===== src/rtl/stream_ap_arbiter_pkg.sv =====
`default_nettype none
// ============================================================================
//  Module      : stream_ap_arbiter_pkg
//  Description : Shared state encoding and index helper for the stream-apply
//                round-robin arbiter.
//  Revision    : 1.0 - initial release
// ============================================================================
package stream_ap_arbiter_pkg;

    // Arbiter state encoding: no grant, token offered to the ap, result pending
    typedef enum logic [1:0] {
        ST_IDLE  = 2'd0,
        ST_ISSUE = 2'd1,
        ST_WAIT  = 2'd2
    } state_t;

    // Modulo-n add for requester indices; both operands are already < n
    function automatic int wrap_add(input int base, input int off, input int n);
        int s;
        s = base + off;
        return (s >= n) ? (s - n) : s;
    endfunction

endpackage : stream_ap_arbiter_pkg
`default_nettype wire


===== src/rtl/stream_ap_arbiter_rr_priority_pick.sv =====
`default_nettype none
// ============================================================================
//  Module      : rr_priority_pick
//  Description : Combinational round-robin pick. Returns the first asserted
//                request searching ptr, ptr+1, ... modulo N.
//  Revision    : 1.0 - initial release
// ============================================================================
module rr_priority_pick
    import stream_ap_arbiter_pkg::*;
#(
    parameter int N     = 4,
    parameter int IDX_W = $clog2(N)
) (
    input  logic [N-1:0]     req,
    input  logic [IDX_W-1:0] ptr,
    output logic             any,
    output logic [IDX_W-1:0] idx
);

    int               w_pos;
    logic [IDX_W-1:0] w_cand;

    // Walk offsets from farthest to nearest so the nearest asserted request wins
    always_comb begin
        any    = 1'b0;
        idx    = '0;
        w_pos  = 0;
        w_cand = '0;
        for (int off = N - 1; off >= 0; off--) begin
            w_pos  = wrap_add(int'(ptr), off, N);
            w_cand = IDX_W'(w_pos);
            if (req[w_cand]) begin
                any = 1'b1;
                idx = w_cand;
            end
        end
    end

endmodule : rr_priority_pick
`default_nettype wire


===== src/rtl/stream_ap_arbiter.sv =====
`default_nettype none
// ============================================================================
//  Module      : stream_ap_arbiter
//  Description : Round-robin arbiter sharing one stream-apply primitive among
//                N requesters. One transaction in flight; the grant is held
//                from the input handshake through the result handshake so the
//                broadcast result is only ever marked valid to its owner.
//  Revision    : 1.0 - initial release
// ============================================================================
module stream_ap_arbiter
    import stream_ap_arbiter_pkg::*;
#(
    parameter int N      = 4,
    parameter int DATA_W = 8,
    parameter int RES_W  = 8
) (
    input  logic                clk,
    input  logic                nrst,
    input  logic [N-1:0]        req_in_valid,
    output logic [N-1:0]        req_in_ready,
    input  logic [N*DATA_W-1:0] req_in_data,
    output logic [N-1:0]        req_out_valid,
    input  logic [N-1:0]        req_out_ready,
    output logic [RES_W-1:0]    req_out_data,
    output logic                ap_in_valid,
    input  logic                ap_in_ready,
    output logic [DATA_W-1:0]   ap_in_data,
    input  logic                ap_out_valid,
    output logic                ap_out_ready,
    input  logic [RES_W-1:0]    ap_out_data,
    output logic [N-1:0]        grant,
    output logic                busy
);

    localparam int IDX_W = $clog2(N);
    localparam logic [IDX_W-1:0] C_LAST_IDX = IDX_W'(N - 1);

    state_t           r_state;
    state_t           w_state_nxt;
    logic [IDX_W-1:0] r_ptr;
    logic [IDX_W-1:0] w_ptr_nxt;
    logic [IDX_W-1:0] r_idx;
    logic [IDX_W-1:0] w_idx_nxt;
    logic [IDX_W-1:0] w_ptr_inc;
    logic [IDX_W-1:0] w_pick_ptr;
    logic [IDX_W-1:0] w_pick_idx;
    logic             w_pick_any;
    logic             w_out_hs;
    logic [DATA_W-1:0] w_tok [N];

    // Unpack the flat token bus so the granted token is a plain array select
    for (genvar gi = 0; gi < N; gi++) begin : g_tok
        assign w_tok[gi] = req_in_data[gi*DATA_W +: DATA_W];
    end

    // Served requester becomes lowest priority: next search starts just past it
    assign w_ptr_inc = (r_idx == C_LAST_IDX) ? '0 : r_idx + 1'b1;

    // In WAIT the pick must already see the advanced pointer so the next
    // grant can be taken on the same edge as the result handshake
    assign w_pick_ptr = (r_state == ST_WAIT) ? w_ptr_inc : r_ptr;

    assign w_out_hs = ap_out_valid & req_out_ready[r_idx];

    rr_priority_pick #(
        .N     (N),
        .IDX_W (IDX_W)
    ) u_pick (
        .req (req_in_valid),
        .ptr (w_pick_ptr),
        .any (w_pick_any),
        .idx (w_pick_idx)
    );

    // State, round-robin pointer and current owner registers
    always_ff @(posedge clk or negedge nrst) begin
        if (!nrst) begin
            r_state <= ST_IDLE;
            r_ptr   <= '0;
            r_idx   <= '0;
        end else begin
            r_state <= w_state_nxt;
            r_ptr   <= w_ptr_nxt;
            r_idx   <= w_idx_nxt;
        end
    end

    // Next-state: arbitration, issue handshake, slip recovery, completion
    always_comb begin
        w_state_nxt = r_state;
        w_ptr_nxt   = r_ptr;
        w_idx_nxt   = r_idx;
        case (r_state)
            ST_IDLE: begin
                if (w_pick_any) begin
                    w_idx_nxt   = w_pick_idx;
                    w_state_nxt = ST_ISSUE;
                end
            end
            ST_ISSUE: begin
                // Owner withdrew before the ap took the token: release the
                // grant without charging it a turn
                if (!req_in_valid[r_idx]) begin
                    w_state_nxt = ST_IDLE;
                end else if (ap_in_ready) begin
                    w_state_nxt = ST_WAIT;
                end
            end
            ST_WAIT: begin
                if (w_out_hs) begin
                    w_ptr_nxt = w_ptr_inc;
                    if (w_pick_any) begin
                        w_idx_nxt   = w_pick_idx;
                        w_state_nxt = ST_ISSUE;
                    end else begin
                        w_state_nxt = ST_IDLE;
                    end
                end
            end
            default: begin
                w_state_nxt = ST_IDLE;
            end
        endcase
    end

    // Handshake steering: only the owner sees ready/valid, all else held at 0
    always_comb begin
        req_in_ready  = '0;
        req_out_valid = '0;
        req_out_data  = '0;
        ap_in_valid   = 1'b0;
        ap_in_data    = '0;
        ap_out_ready  = 1'b0;
        grant         = '0;
        busy          = 1'b0;
        case (r_state)
            ST_ISSUE: begin
                busy                = 1'b1;
                grant[r_idx]        = 1'b1;
                ap_in_valid         = req_in_valid[r_idx];
                ap_in_data          = w_tok[r_idx];
                req_in_ready[r_idx] = ap_in_ready;
            end
            ST_WAIT: begin
                busy                 = 1'b1;
                grant[r_idx]         = 1'b1;
                req_out_valid[r_idx] = ap_out_valid;
                ap_out_ready         = req_out_ready[r_idx];
                req_out_data         = ap_out_data;
            end
            default: begin
            end
        endcase
    end

endmodule : stream_ap_arbiter
`default_nettype wire


===== config.mk =====
export PLATFORM = sky130hd
export DESIGN_NAME = stream_ap_arbiter
export DESIGN_NICKNAME = d
export VERILOG_FILES = /design/src/rtl/stream_ap_arbiter_pkg.sv /design/src/rtl/stream_ap_arbiter_rr_priority_pick.sv /design/src/rtl/stream_ap_arbiter.sv
export SDC_FILE = /design/constraint.sdc
export NUM_CORES = 1
export LEC_CHECK = 0
export CELL_PAD_IN_SITES_DETAIL_PLACEMENT = 1
export CELL_PAD_IN_SITES_GLOBAL_PLACEMENT = 1
export CORE_MARGIN = 8
export CORE_UTILIZATION = 21
export CTS_CLUSTER_SIZE = 40
export DETAILED_ROUTE_END_ITERATION = 12
export PLACE_DENSITY_LB_ADDON = 0.15
export SLEW_MARGIN = 30
export SYNTH_ARGS = -nofsm -noshare
export SYNTH_HDL_FRONTEND = slang
export SYNTH_SLANG_ARGS = --single-unit

===== constraint.sdc =====
create_clock -name clk -period 2.7 [get_ports clk]
set_input_delay 0.27 -clock clk [delete_from_list [all_inputs] [get_ports clk]]
set_output_delay 0.27 -clock clk [all_outputs]
set_load 0.01 [all_outputs]

==> results of run 1 <==
## final cells by class
| class | instances | area, um2 | area share (%) |
|---|---|---|---|
| timing repair buffer | 83 | 828 | 44.6 |
| multi-input combinational | 81 | 748 | 40.3 |
| sequential | 6 | 150 | 8.09 |
| tap | 52 | 65.1 | 3.51 |
| clock buffer | 3 | 41.3 | 2.23 |
| inverter | 6 | 22.5 | 1.21 |
## power groups by stage
stage,logic (mW),clock network (mW),registers (mW)
after floorplan,0.622,0,0.160
after global placement,1.03,0,0.199
after detailed placement,1.05,0,0.201
after CTS,1.05,0.143,0.201
after global routing,1.13,0.146,0.209
final,1.03,0.136,0.200
## flip-flops by register name, indices dropped and copies added, names as in the netlist
| name | count |
|---|---|
| r_idx | 2 |
| r_ptr | 2 |
| r_state | 2 |
## final timing paths
check | to | depth (start not counted) | from
worst max-delay path | ap_in_data[6] | 4 | r_idx[0]
worst min-delay path | r_state[0] | 1 | nrst
worst max register to register | r_idx[0] | 6 | r_state[0]
worst min register to register | r_ptr[0] | 2 | r_ptr[0]
max in group asynchronous | r_idx[1] | 1 | nrst
min in group clk | r_ptr[0] | 2 | r_ptr[0]
## cell usage in the layout (no fill, tap or decap), types with 2 or more instances in the layout
cell	n
nand2_1	3
and3_1	9
nor2_1	4
mux2i_1	2
inv_1	6
a21oi_1	2
mux4_2	9
mux2_2	2
clkbuf_8	3
clkdlybuf4s50_1	82
and2_1	22
nor3_1	2
dfrtp_1	6
ha_1	8
o21ai_0	2
o31ai_1	2
## layer usage
layer  vias to the layer above  GRT usage, %  wire [um]
met5                         -             0          0
met4                         0         0.958          0
met3                         0          3.52        292
met2                        50          20.9       2150
met1                       527          13.0       1800
li1                        522             -          -
## metrics by stage
step / setup WS, ns / hold WS, ns / power, mW
finish: 0.296 / 0.288 / 1.37
CTS: 0.263 / 0.290 / 1.40
global route: 0.180 / 0.301 / 1.48
floorplan: 0.762 / -0.0256 / 0.781
detailed placement: 0.472 / 0.473 / 1.25
global placement: 0.467 / 0.468 / 1.23
## logic make-up after synthesis
group	after synthesis	synth area share (%)
AOI/OAI and AO/OA	13	10.9
adders and majority gates	8	10.5
buffers and inverters	12	5.77
DFF	6	15.7
muxes	15	29.7
and+or+nand+nor	45	27.4
==> flow_summary.json, run 1 <==
{
  "clk_latency_ns": 0.23,
  "ys_ff_latch": 6,
  "power.net_switching_uw": 552,
  "grt_usage_pct": 11.4,
  "synthCells": 99,
  "crit_fanout": 12,
  "pwr-share-seq_pct": 14.6,
  "port_buffers": 82,
  "cts.htree.levels": 1,
  "ys_top_cells_by_count": "and2_1 (22), and3_1 (9), mux4_2 (9)",
  "gr-total-overflow": 0,
  "worst_setup_path_start_kind": "flop",
  "max_freq_mhz": 416,
  "first_pass_iters": 4,
  "cts_setup_buffers": 0,
  "cts_resized": 0,
  "drt_iter0_drc": 26,
  "yosys.area.top_type_share_pct": 21.3,
  "pwr_density_cell_mw_per_mm2": 736,
  "critPathBufInv": 2,
  "finalSetupTns_ns": 0,
  "grt_pass1_wl_um": 6620,
  "grt_setup_unrepaired": "no",
  "final.min_clock_period_ns": 2.40,
  "endpoint_kind": "output port",
  "vias": 1099,
  "slew_violations": 0,
  "final_util_pct": 42.6,
  "ios": 83,
  "p_leak_nw": 0.750,
  "cp_cell_sequence": "buf_4 > mux4_2 > and2_1 > clkdlybuf4s50_1",
  "setup_violations": 0,
  "async_flop_share_pct": 100,
  "yosysTopAreaCell": "mux4_2",
  "crit_type": "flop to output port",
  "synth_nets": 159,
  "ys_seq_area_share_pct": 15.7,
  "status": "completed",
  "synth_area_per_cell_um2": 9.63,
  "wl_um": 4240,
  "cp.required_ns": 2.43,
  "reg2reg_setup_slack_ns": 0.50,
  "synth.most_common_cell": "and2_1",
  "core_mm2": 0.00435,
  "synth.area.top_cells": "mux4_2 (21%), dfrtp_1 (16%), and2_1 (14%)",
  "hold_viol_final": 0,
  "cts_tree": "yes",
  "max_stage_delay_ns": 0.53,
  "placed_cells": 228,
  "dpl.hpwl_um": 3600,
  "clock_skew_ns": 0.00831,
  "grt_max_degree": 21,
  "max_cap_viol_count": 0,
  "wire_per_inst_um": 18.4,
  "num_antenna_cells": 0,
  "nFillCells": 495,
  "routabilityCongestion": 0.753,
  "power_frac_clock_pct": 9.9,
  "antenna_found_initial": 0,
  "die_area_mm2": 0.00695,
  "fin_area_mm2": 0.00186,
  "cts_buffers": 3,
  "slowest_stage": "mux4_2",
  "fp.dieH_um": 83.4,
  "drc": 0,
  "yosys.cell_types.count": 32,
  "cts-root-buf": "clkbuf_8",
  "first_global_vias": 1209,
  "switching_share_pct": 40.4,
  "period_share_pct": 89.0,
  "die_w_um": 83.4,
  "synth_area_um2": 953,
  "final_antenna_net_count": 0,
  "placed_area_mm2": 0.00181,
  "worst_pin_slew_ns": 0.588,
  "p_comb_share_pct": 75.4,
  "fp-row-count": 24,
  "cp.arrival_ns": 2.13,
  "final_cell_count_no_fill": 231,
  "cts_hold_repair.buffers": 0,
  "drive_gt1_share_pct": 9.50,
  "path_delay_family": "buffers and inverters",
  "initial_core_util_pct": 21.9,
  "cts.sinks": 6,
  "max_slew_margin_pct": 60.8,
  "vias_per_cell": 4.76,
  "synthFlopType": "dfrtp_1",
  "peakVddDrop_mv": 0.445,
  "syn2layout_area_growth_pct": 94.6,
  "clk_pin_slew_ns": 0.04,
  "p_int_uw": 814,
  "synth_edf_count": 0,
  "ys_warn_count": 0,
  "hold_path_class": "input port to async pin",
  "fin_nets": 241,
  "clockBufferDepth": 2
}
Power figures use the tool's default switching activity.
==> run 2, diff against run 1 <==
CORE_UTILIZATION = 22   (was 21)
CTS_BUF_LIST = sky130_fd_sc_hd__clkbuf_4   (was default)
SKIP_LAST_GASP = 1   (was default)
==> run 2 against run 1 <==
Against the previous run: first-iteration DRC count down 38%; critical path depth unchanged; cell area down 1.0%; die area down 3.7%; clock power down 37%; clock skew down 0.0031 ns; cell count unchanged; non-clock buffer count unchanged; via count up 1.3%; sequential power about the same; flip-flop and latch count unchanged; total power down 3.7%; highest routed layer unchanged.
==> flow_summary.json, run 2 (same netlist as run 1, synthesis figures left out) <==
{
  "status": "completed",
  "first_pass_iters": 4,
  "clockBufferDepth": 2,
  "final_util_pct": 43.1,
  "met1_length_um": 1650,
  "period_share_pct": 91.7,
  "grt_usage_pct": 12.3,
  "placed_cells": 228,
  "slowest_stage": "mux4_2",
  "worst_setup_path_start_kind": "flop",
  "final_antenna_net_count": 0,
  "cp.arrival_ns": 2.20,
  "routabilityCongestion": 0.797,
  "first_global_vias": 1197,
  "setup_violations": 0,
  "placed_area_mm2": 0.00181,
  "slew_violations": 0,
  "fin_area_mm2": 0.00184,
  "core_mm2": 0.00426,
  "vias_per_cell": 4.82,
  "crit_type": "flop to output port",
  "pwr_density_cell_mw_per_mm2": 716,
  "ios": 83,
  "worst_pin_slew_ns": 0.595,
  "num_antenna_cells": 0,
  "drc": 0,
  "max_stage_delay_ns": 0.53,
  "reg2reg_setup_slack_ns": 0.50,
  "peakVddDrop_mv": 0.507,
  "drive_gt1_share_pct": 9.50,
  "grt_setup_unrepaired": "no",
  "max_cap_viol_count": 0,
  "top_layer_used": "met3",
  "wire_per_inst_um": 18.3,
  "cts_setup_buffers": 0,
  "grt_max_degree": 21,
  "dpl.hpwl_um": 3630,
  "cts_tree": "yes",
  "hold_path_class": "input port to async pin",
  "fp-row-count": 24,
  "power_mw": 1.32,
  "die_w_um": 81.8,
  "clock_skew_ns": 0.00526,
  "place_worst_setup_slack_ns": 0.451,
  "setup_slack_ns": 0.225,
  "top_regs": "r_idx: 2 flops, r_ptr: 2 flops, r_state: 2 flops",
  "layout_common_cells": "clkdlybuf4s50_1 (82), and2_1 (22), and3_1 (9), mux4_2 (9), ha_1 (8)",
  "fp.dieH_um": 81.8,
  "syn2layout_area_growth_pct": 92.7,
  "holdWs_ns": 0.268,
  "max_freq_mhz": 404,
  "cp_cell_sequence": "buf_4 > mux4_2 > and2_1 > clkdlybuf4s50_1",
  "clk_latency_ns": 0.24,
  "wl_met2_um": 2170,
  "r2r-start": "r_idx[0]",
  "wl_um": 4220,
  "r2r-end": "r_idx[1]",
  "cts_buffers": 3,
  "cts.sinks": 6,
  "finalSetupTns_ns": 0,
  "cts-root-buf": "clkbuf_4",
  "final.min_clock_period_ns": 2.47,
  "wl_met3_um": 410,
  "vias": 1113,
  "antenna_found_initial": 0,
  "max_slew_margin_pct": 60.4,
  "endpoint_kind": "output port",
  "die_area_mm2": 0.00670,
  "crit_fanout": 10,
  "cts_hold_repair.buffers": 0,
  "grt_pass1_wl_um": 6470,
  "cts.htree.levels": 1,
  "initial_core_util_pct": 22.4,
  "p_leak_nw": 0.743,
  "hold_viol_final": 0,
  "cp.required_ns": 2.43,
  "final_cell_count_no_fill": 231,
  "fin_nets": 241,
  "cts_resized": 0,
  "gr-total-overflow": 0,
  "clk_pin_slew_ns": 0.05,
  "final_common_cell": "clkdlybuf4s50_1",
  "port_buffers": 82,
  "drt_iter0_drc": 16,
  "worst_r2r_path_depth": 7
}
-- run 2: worst max path at each step --
stage                     from            end  slack, ns  cells after the start
6_report              r_idx[0]  ap_in_data[3]       0.23                      4
2_1_floorplan         r_idx[0]       r_idx[0]       0.76                      8
4_1_cts               r_idx[0]  ap_in_data[3]       0.18                      4
3_5_place_dp          r_idx[0]  ap_in_data[3]       0.45                      4
3_3_place_gp   req_in_valid[3]    ap_in_valid       0.47                      4
5_1_grt               r_idx[0]  ap_in_data[3]       0.10                      4
-- run 2: final cells by class --
class / count / area, um2
Clock buffer: 3 / 22.5
Fill cell: 484 / 2430
Inverter: 6 / 22.5
Multi-Input combinational cell: 81 / 748
Sequential cell: 6 / 150
Tap cell: 52 / 65.1
Timing Repair Buffer: 83 / 828
-- run 2: worst max-delay path: cells and delay by family (launching register included) --
kind,cells,cell delay (ns)
flip-flops,1,0.50
multiplexers,1,0.53
buffers and inverters,2,0.75
AND/OR/NAND/NOR,1,0.17
-- run 2: routing by layer --
metal  vias to the layer above  GRT usage [%]
li1                        525              -
met1                       541           13.2
met2                        47           24.2
met3                         0           2.63
met4                         0           1.58
met5                         -              0
-- run 2: power breakdown --
| part | internal (mW) | leakage (nW) | switching (mW) | total, mW |
|---|---|---|---|---|
| logic | 0.588 | 0.653 | 0.440 | 1.03 |
| clock network | 0.0505 | 0.0138 | 0.0349 | 0.0854 |
| registers | 0.130 | 0.0755 | 0.0716 | 0.202 |
| total | 0.769 | 0.743 | 0.547 | 1.32 |
==> RTL edit 1 (settings of run 2) <==
Re-encode `state_t` (3 states) as one-hot, 3 bits wide.
--- a/src/rtl/stream_ap_arbiter_pkg.sv
+++ b/src/rtl/stream_ap_arbiter_pkg.sv
@@ -8,10 +8,10 @@
 package stream_ap_arbiter_pkg;
 
     // Arbiter state encoding: no grant, token offered to the ap, result pending
-    typedef enum logic [1:0] {
-        ST_IDLE  = 2'd0,
-        ST_ISSUE = 2'd1,
-        ST_WAIT  = 2'd2
+    typedef enum logic [2:0] {
+        ST_IDLE  = 3'b001,
+        ST_ISSUE = 3'b010,
+        ST_WAIT  = 3'b100
     } state_t;
 
     // Modulo-n add for requester indices; both operands are already < n
Behaviour: no difference found for any inputs over 10 cycles, from zero or initial values and one cycle with nrst low; not proved beyond that.
==> RTL edit 1 against run 2 <==
Sequential cell count increased by 1; worst setup slack improved by 61 ps; routed wire length increased by 4.7%; cell area increased by 3.3%; worst hold slack improved by 8.3 ps; total power decreased by 16%; via count increased by 5.7%; utilization increased by 0.79 points; clock power increased by 30%; global-route usage increased by 0.058 points; clock skew increased by 2.4 ps; critical path depth unchanged; synthesized area increased by 2.4%.
==> RTL edit 1: results (changes against run 2) <==
- Status: finished clean (unchanged)
- Met2 WL: 2546 um (was 2168 um)
- Peak VDD IR: 281.6 uV (was 506.8 uV)
- Pre-antenna DRT Iters: 4 (unchanged)
- Global-route wire length before repair: 6506 um (was 6472 um)
- Sequential power share: 22.4% (was 15.3%)
- Syn nets: 160 (was 159)
- Reg2Reg Launch Point: r_idx[0]$_DFFE_PN0P_ (unchanged)
- Nets: 245 (was 241)
- CTS clk-pin slew, worst paths: 60 ps
- Adder-Cell Fraction of Synth Area: 5.128% (was 10.50%)
- Gate power share: 67.5% (was 78.2%)
- Fillers: 490 (was 484)
- Buffers added on ports: 82 (unchanged)
- Syn. warnings: 0 (unchanged)
- Largest net degree at the start of global routing: 15 (was 21)
- Fraction of synthesized area in multiplexers: 28.46% (was 29.66%)
- CP peak stage delay: 520 ps
- Resized cells post-CTS: 0 (unchanged)
- Gr usage total: 12.34% (was 12.28%)
- Max_slew headroom: 62.49% (was 60.36%)
- H-tree depth: 1 (unchanged)
- Share of layout cells above drive strength 1: 13.30% (was 9.497%)
- Asr flop ratio synth: 100.0% (unchanged)
- Highest-delay cell along the critical path: dfrtp_2 (was mux4_2)
- Routed wl met3: 323 um (was 410 um)
- Reg-to-Reg End: r_idx[1]$_DFFE_PN0P_ (unchanged)
- Worst R2R Path Depth: 7 (unchanged)
- Synth area leaders: mux4_2 (23%), dfrtp_1 (15%), and2_1 (12%) (was mux4_2 (21%), dfrtp_1 (16%), and2_1 (14%))
- Worst skew pair latency: 260 ps (was 240 ps)
- Synth Area in XOR/XNOR: 0% (unchanged)
- Clock buffer depth: 2 (unchanged)
- Vias in the first global route: 1,302 (was 1,197)
- Initial antenna violation count: 0 (unchanged)
- P_leak: 0.7467 nW (was 0.7427 nW)
- Vias/cell: 4.900 (was 4.818)
- Largest regs: r_state x3, r_idx x2, r_ptr x2 (was r_idx x2, r_ptr x2, r_state x2)
- R2R Setup Slk: 620 ps (was 500 ps)
- Metal1 wirelength: 1523 um (was 1645 um)
- Synth Area in Compound Gates: 10.13% (was 10.89%)
- Drt wl/cell: 18.42 um (was 18.29 um)
- Final weighted congestion in routability-driven placement: 0.8481 (was 0.7966)
- DP Area: 1866 um2 (was 1814 um2)
- Seq/Total Area, Yosys: 18.08% (was 15.75%)
- Post-synth top area share: 23.08% (was 21.26%)
- Int Pwr: 0.6571 mW (was 0.7689 mW)
- Largest family of logic cells by synthesized area: simple AND/OR/NAND/NOR gates (was multiplexers)
- Top sig layer: met4 (was met3)
- Top cells by count, synth: and2_1 (18), mux4_2 (10), and3_1 (9) (was and2_1 (22), and3_1 (9), mux4_2 (9), ha_1 (8))
- Initial DRC count: 32 (was 16)
- Layout Skew: 7.644 ps (was 5.261 ps)
- HPWL after DPL: 3886 um (was 3635 um)
- Setup bufs post-CTS: 0 (unchanged)
- Root buf cell: clkbuf_4 (unchanged)
- Critical path peak fanout: 9 (was 10)
- Crit path to: ap_in_data[3] (unchanged)
-- RTL edit 1: cell types whose count changed after synthesis, moves of 3 or more --
cell / before / now
nor2b_1: 1 / 6
ha_1: 8 / 4
nor3b_1: 1 / 5
and2_1: 22 / 18
nand2_1: 3 / 6
inv_1: 6 / 3
-- RTL edit 1: cell families after synthesis --
| family | after synthesis |
|---|---|
| simple gates | 55 |
| compound gates | 14 |
| flops | 7 |
| fa+ha+maj | 4 |
| mux | 15 |
| buf+inv | 9 |
-- RTL edit 1: critical path, delay by kind of cell, from the launching register on --
kind          cells  cell delay [ps]
buf+inv           2              700
flops             1              520
mux               1              500
simple gates      1              160
-- RTL edit 1: area by class of cell --
| class | count | area, um2 | share of cell area, % |
|---|---|---|---|
| timing repair buffer | 86 | 850.8 | 44.85 |
| multi-input combinational | 88 | 762.0 | 40.17 |
| sequential | 7 | 177.7 | 9.367 |
| tap | 52 | 65.06 | 3.430 |
| clock buffer | 4 | 30.03 | 1.583 |
| inverter | 3 | 11.26 | 0.5937 |
-- RTL edit 1: stage by stage --
| step | utilization [%] | hold WS, ps | worst slack [ps] | total power [mW] | std cells |
|---|---|---|---|---|---|
| floorplan | - | -25.59 | 815.4 | 0.6710 | 104 |
| global placement | 43.14 | 550.1 | 407.1 | 0.9785 | 236 |
| detailed placement | 43.14 | 567.2 | 345.8 | 1.008 | 236 |
| CTS | 43.84 | 278.1 | 51.95 | 1.125 | 240 |
| global route | 43.87 | 278.8 | 169.1 | 1.196 | 240 |
| finish | 43.87 | 276.3 | 286.2 | 1.104 | 240 |
-- RTL edit 1: layer usage --
metal,vias to the layer above,global-route usage (%)
met3,2,2.489
met2,46,24.59
met1,577,12.61
met5,-,0
met4,0,3.103
li1,551,-
==> RTL edit 2 (config.mk and constraints of run 2) <==
Made on the original files. Set the parameter `DATA_W` to 9 (it was 8).
--- a/src/rtl/stream_ap_arbiter.sv
+++ b/src/rtl/stream_ap_arbiter.sv
@@ -11,7 +11,7 @@
     import stream_ap_arbiter_pkg::*;
 #(
     parameter int N      = 4,
-    parameter int DATA_W = 8,
+    parameter int DATA_W = 9,
     parameter int RES_W  = 8
 ) (
     input  logic                clk,
Interface: changed (resized ap_in_data and req_in_data); port bits go from 83 to 88. The function was not compared with the original's and may differ.
==> RTL edit 2 against run 2 <==
Synthesized cell count grew 9.1%; total power up 4.2%; cell area increased by 7.0%; routed wire length up 4.6%; worst setup slack better by 150 ps; synthesized area grew 7.7%; worst hold slack gained 4.5 ps; sequential cell count is the same; cell count grew 6.9%; largest power group unchanged; highest routed layer is now met4.
==> RTL edit 2: results (changes against run 2) <==
- Buffers added on ports: 87 (was 82)
- Nets: 259 (was 241)
- Worst R2R Path Depth: 6 (was 7)
- Resized cells post-CTS: 0 (unchanged)
- Grt met1 use: 13.56% (was 13.17%)
- Clock buffer depth: 2 (unchanged)
- Count leader, synth: and2_1 (unchanged)
- Worst skew pair latency: 250 ps
- Peak VDD IR: 347.8 uV (was 506.8 uV)
- Pre-antenna DRT Iters: 3 (was 4)
- H-tree depth: 1 (unchanged)
- Syn Inst Count: 108 (was 99)
- Syn. warnings: 0 (unchanged)
- HPWL after DPL: 3829 um (was 3635 um)
- Top cell type by total area after synthesis: mux4_2 (unchanged)
- Critical path peak fanout: 17 (was 10)
- Worst path arrival time: 2060 ps (was 2200 ps)
- Vias in the first global route: 1,282 (was 1,197)
- Layout Skew: 4.196 ps (was 5.261 ps)
- P_leak: 0.7897 nW (was 0.7427 nW)
- Share of layout cells above drive strength 1: 11.40% (was 9.497%)
- DR vias: 1,162 (was 1,113)
- Initial antenna violation count: 0 (unchanged)
- Gr usage total: 12.11% (was 12.28%)
- Final weighted congestion in routability-driven placement: 0.8563 (was 0.7966)
- Inserted Clock Buffers: 3 (unchanged)
- Status: finished clean (unchanged)
- Global-route wire length before repair: 7127 um (was 6472 um)
- Largest regs: r_idx x2, r_ptr x2, r_state x2 (unchanged)
- Top cells by count, synth: and2_1 (22), mux4_2 (9), and3_1 (8), ha_1 (8) (was and2_1 (22), and3_1 (9), mux4_2 (9), ha_1 (8))
- CTS clk-pin slew, worst paths: 50 ps (about the same)
- Synth cell types: 34 (was 32)
- Antenna fix cells: 0 (unchanged)
- Initial DRC count: 37 (was 16)
- Asr flop ratio synth: 100.0% (unchanged)
- Largest net degree at the start of global routing: 19 (was 21)
- Highest-delay cell along the critical path: clkdlybuf4s50_1 (was mux4_2)
- Post-synth top flop: dfrtp_1 (unchanged)
- Seq/Total Area, Yosys: 14.62% (was 15.75%)
- Synth area leaders: mux4_2 (20%), dfrtp_1 (15%), and2_1 (13%) (was mux4_2 (21%), dfrtp_1 (16%), and2_1 (14%))
- Met2 usage: 22.42% (was 24.23%)
- Largest delay share family, worst path: buffers and inverters (unchanged)
- Syn nets: 172 (was 159)
- Least-Margin Pin Slew: 548.7 ps (was 594.6 ps)
- CP peak stage delay: 560 ps (was 530 ps)
- Int Pwr: 0.8116 mW (was 0.7689 mW)
- Worst min-delay path category: in2async (unchanged)
- Setup bufs post-CTS: 0 (unchanged)
- Root buf cell: clkbuf_4 (unchanged)
- WL final: 4419 um (was 4224 um)
- GR Util met3: 3.195% (was 2.626%)
-- RTL edit 2: changes by cell type after synthesis, sizes merged, moves of 2 or more --
cell,before,now
mux2,3,5
mux2i,2,5
nand2b,1,3
nand3b,0,2
nor2,4,2
nor3,2,0
-- RTL edit 2: final cells by class --
cell class,count,area (um2)
tap,54,67.56
timing repair buffer,89,885.9
clock buffer,3,22.52
fill,533,2633
multi-input combinational,89,817.0
sequential,6,150.1
inverter,6,22.52
-- RTL edit 2: worst paths after layout --
check                           slack, ps                   start              endpoint
worst min register to register        510    r_ptr[0]$_DFFE_PN0P_  r_ptr[0]$_DFFE_PN0P_
min in group clk                      510    r_ptr[0]$_DFFE_PN0P_  r_ptr[0]$_DFFE_PN0P_
max in group asynchronous            2200                    nrst  r_idx[0]$_DFFE_PN0P_
worst max register to register        540  r_state[0]$_DFFE_PN0P_  r_idx[1]$_DFFE_PN0P_
worst max-delay path                  370  r_state[1]$_DFFE_PN0P_       req_in_ready[1]
worst min-delay path                  270                    nrst  r_idx[1]$_DFFE_PN0P_
-- RTL edit 2: cell families after synthesis --
group / synth area share, %
simple gates: 28.87
fa+ha+maj: 9.745
compound gates: 10.47
flops: 14.62
mux: 30.45
buf+inv: 5.846
-- RTL edit 2: metal layers --
| layer | routed length, um | part of all wire (%) |
|---|---|---|
| met5 | 0 | 0 |
| met4 | 28 | 0.63 |
| met3 | 215 | 4.9 |
| met2 | 2399 | 54 |
| met1 | 1775 | 40 |
-- RTL edit 2: metrics by stage --
step	worst slack, ps	cells	utilization (%)	cell area [um2]
floorplan	629.5	108	-	1027
CTS	337.0	247	42.75	1966
global route	200.1	247	42.75	1966
detailed placement	497.0	244	42.26	1943
finish	372.5	247	42.75	1966
global placement	637.7	244	42.26	1943
-- RTL edit 2: power groups by stage --
stage	clock (mW)	sequential, mW	combinational, mW
2_1_floorplan	0	0.158	0.661
3_3_place_gp	0	0.174	1.10
3_5_place_dp	0	0.178	1.13
4_1_cts	0.0886	0.177	1.14
5_1_grt	0.0943	0.184	1.22
6_report	0.0849	0.176	1.11
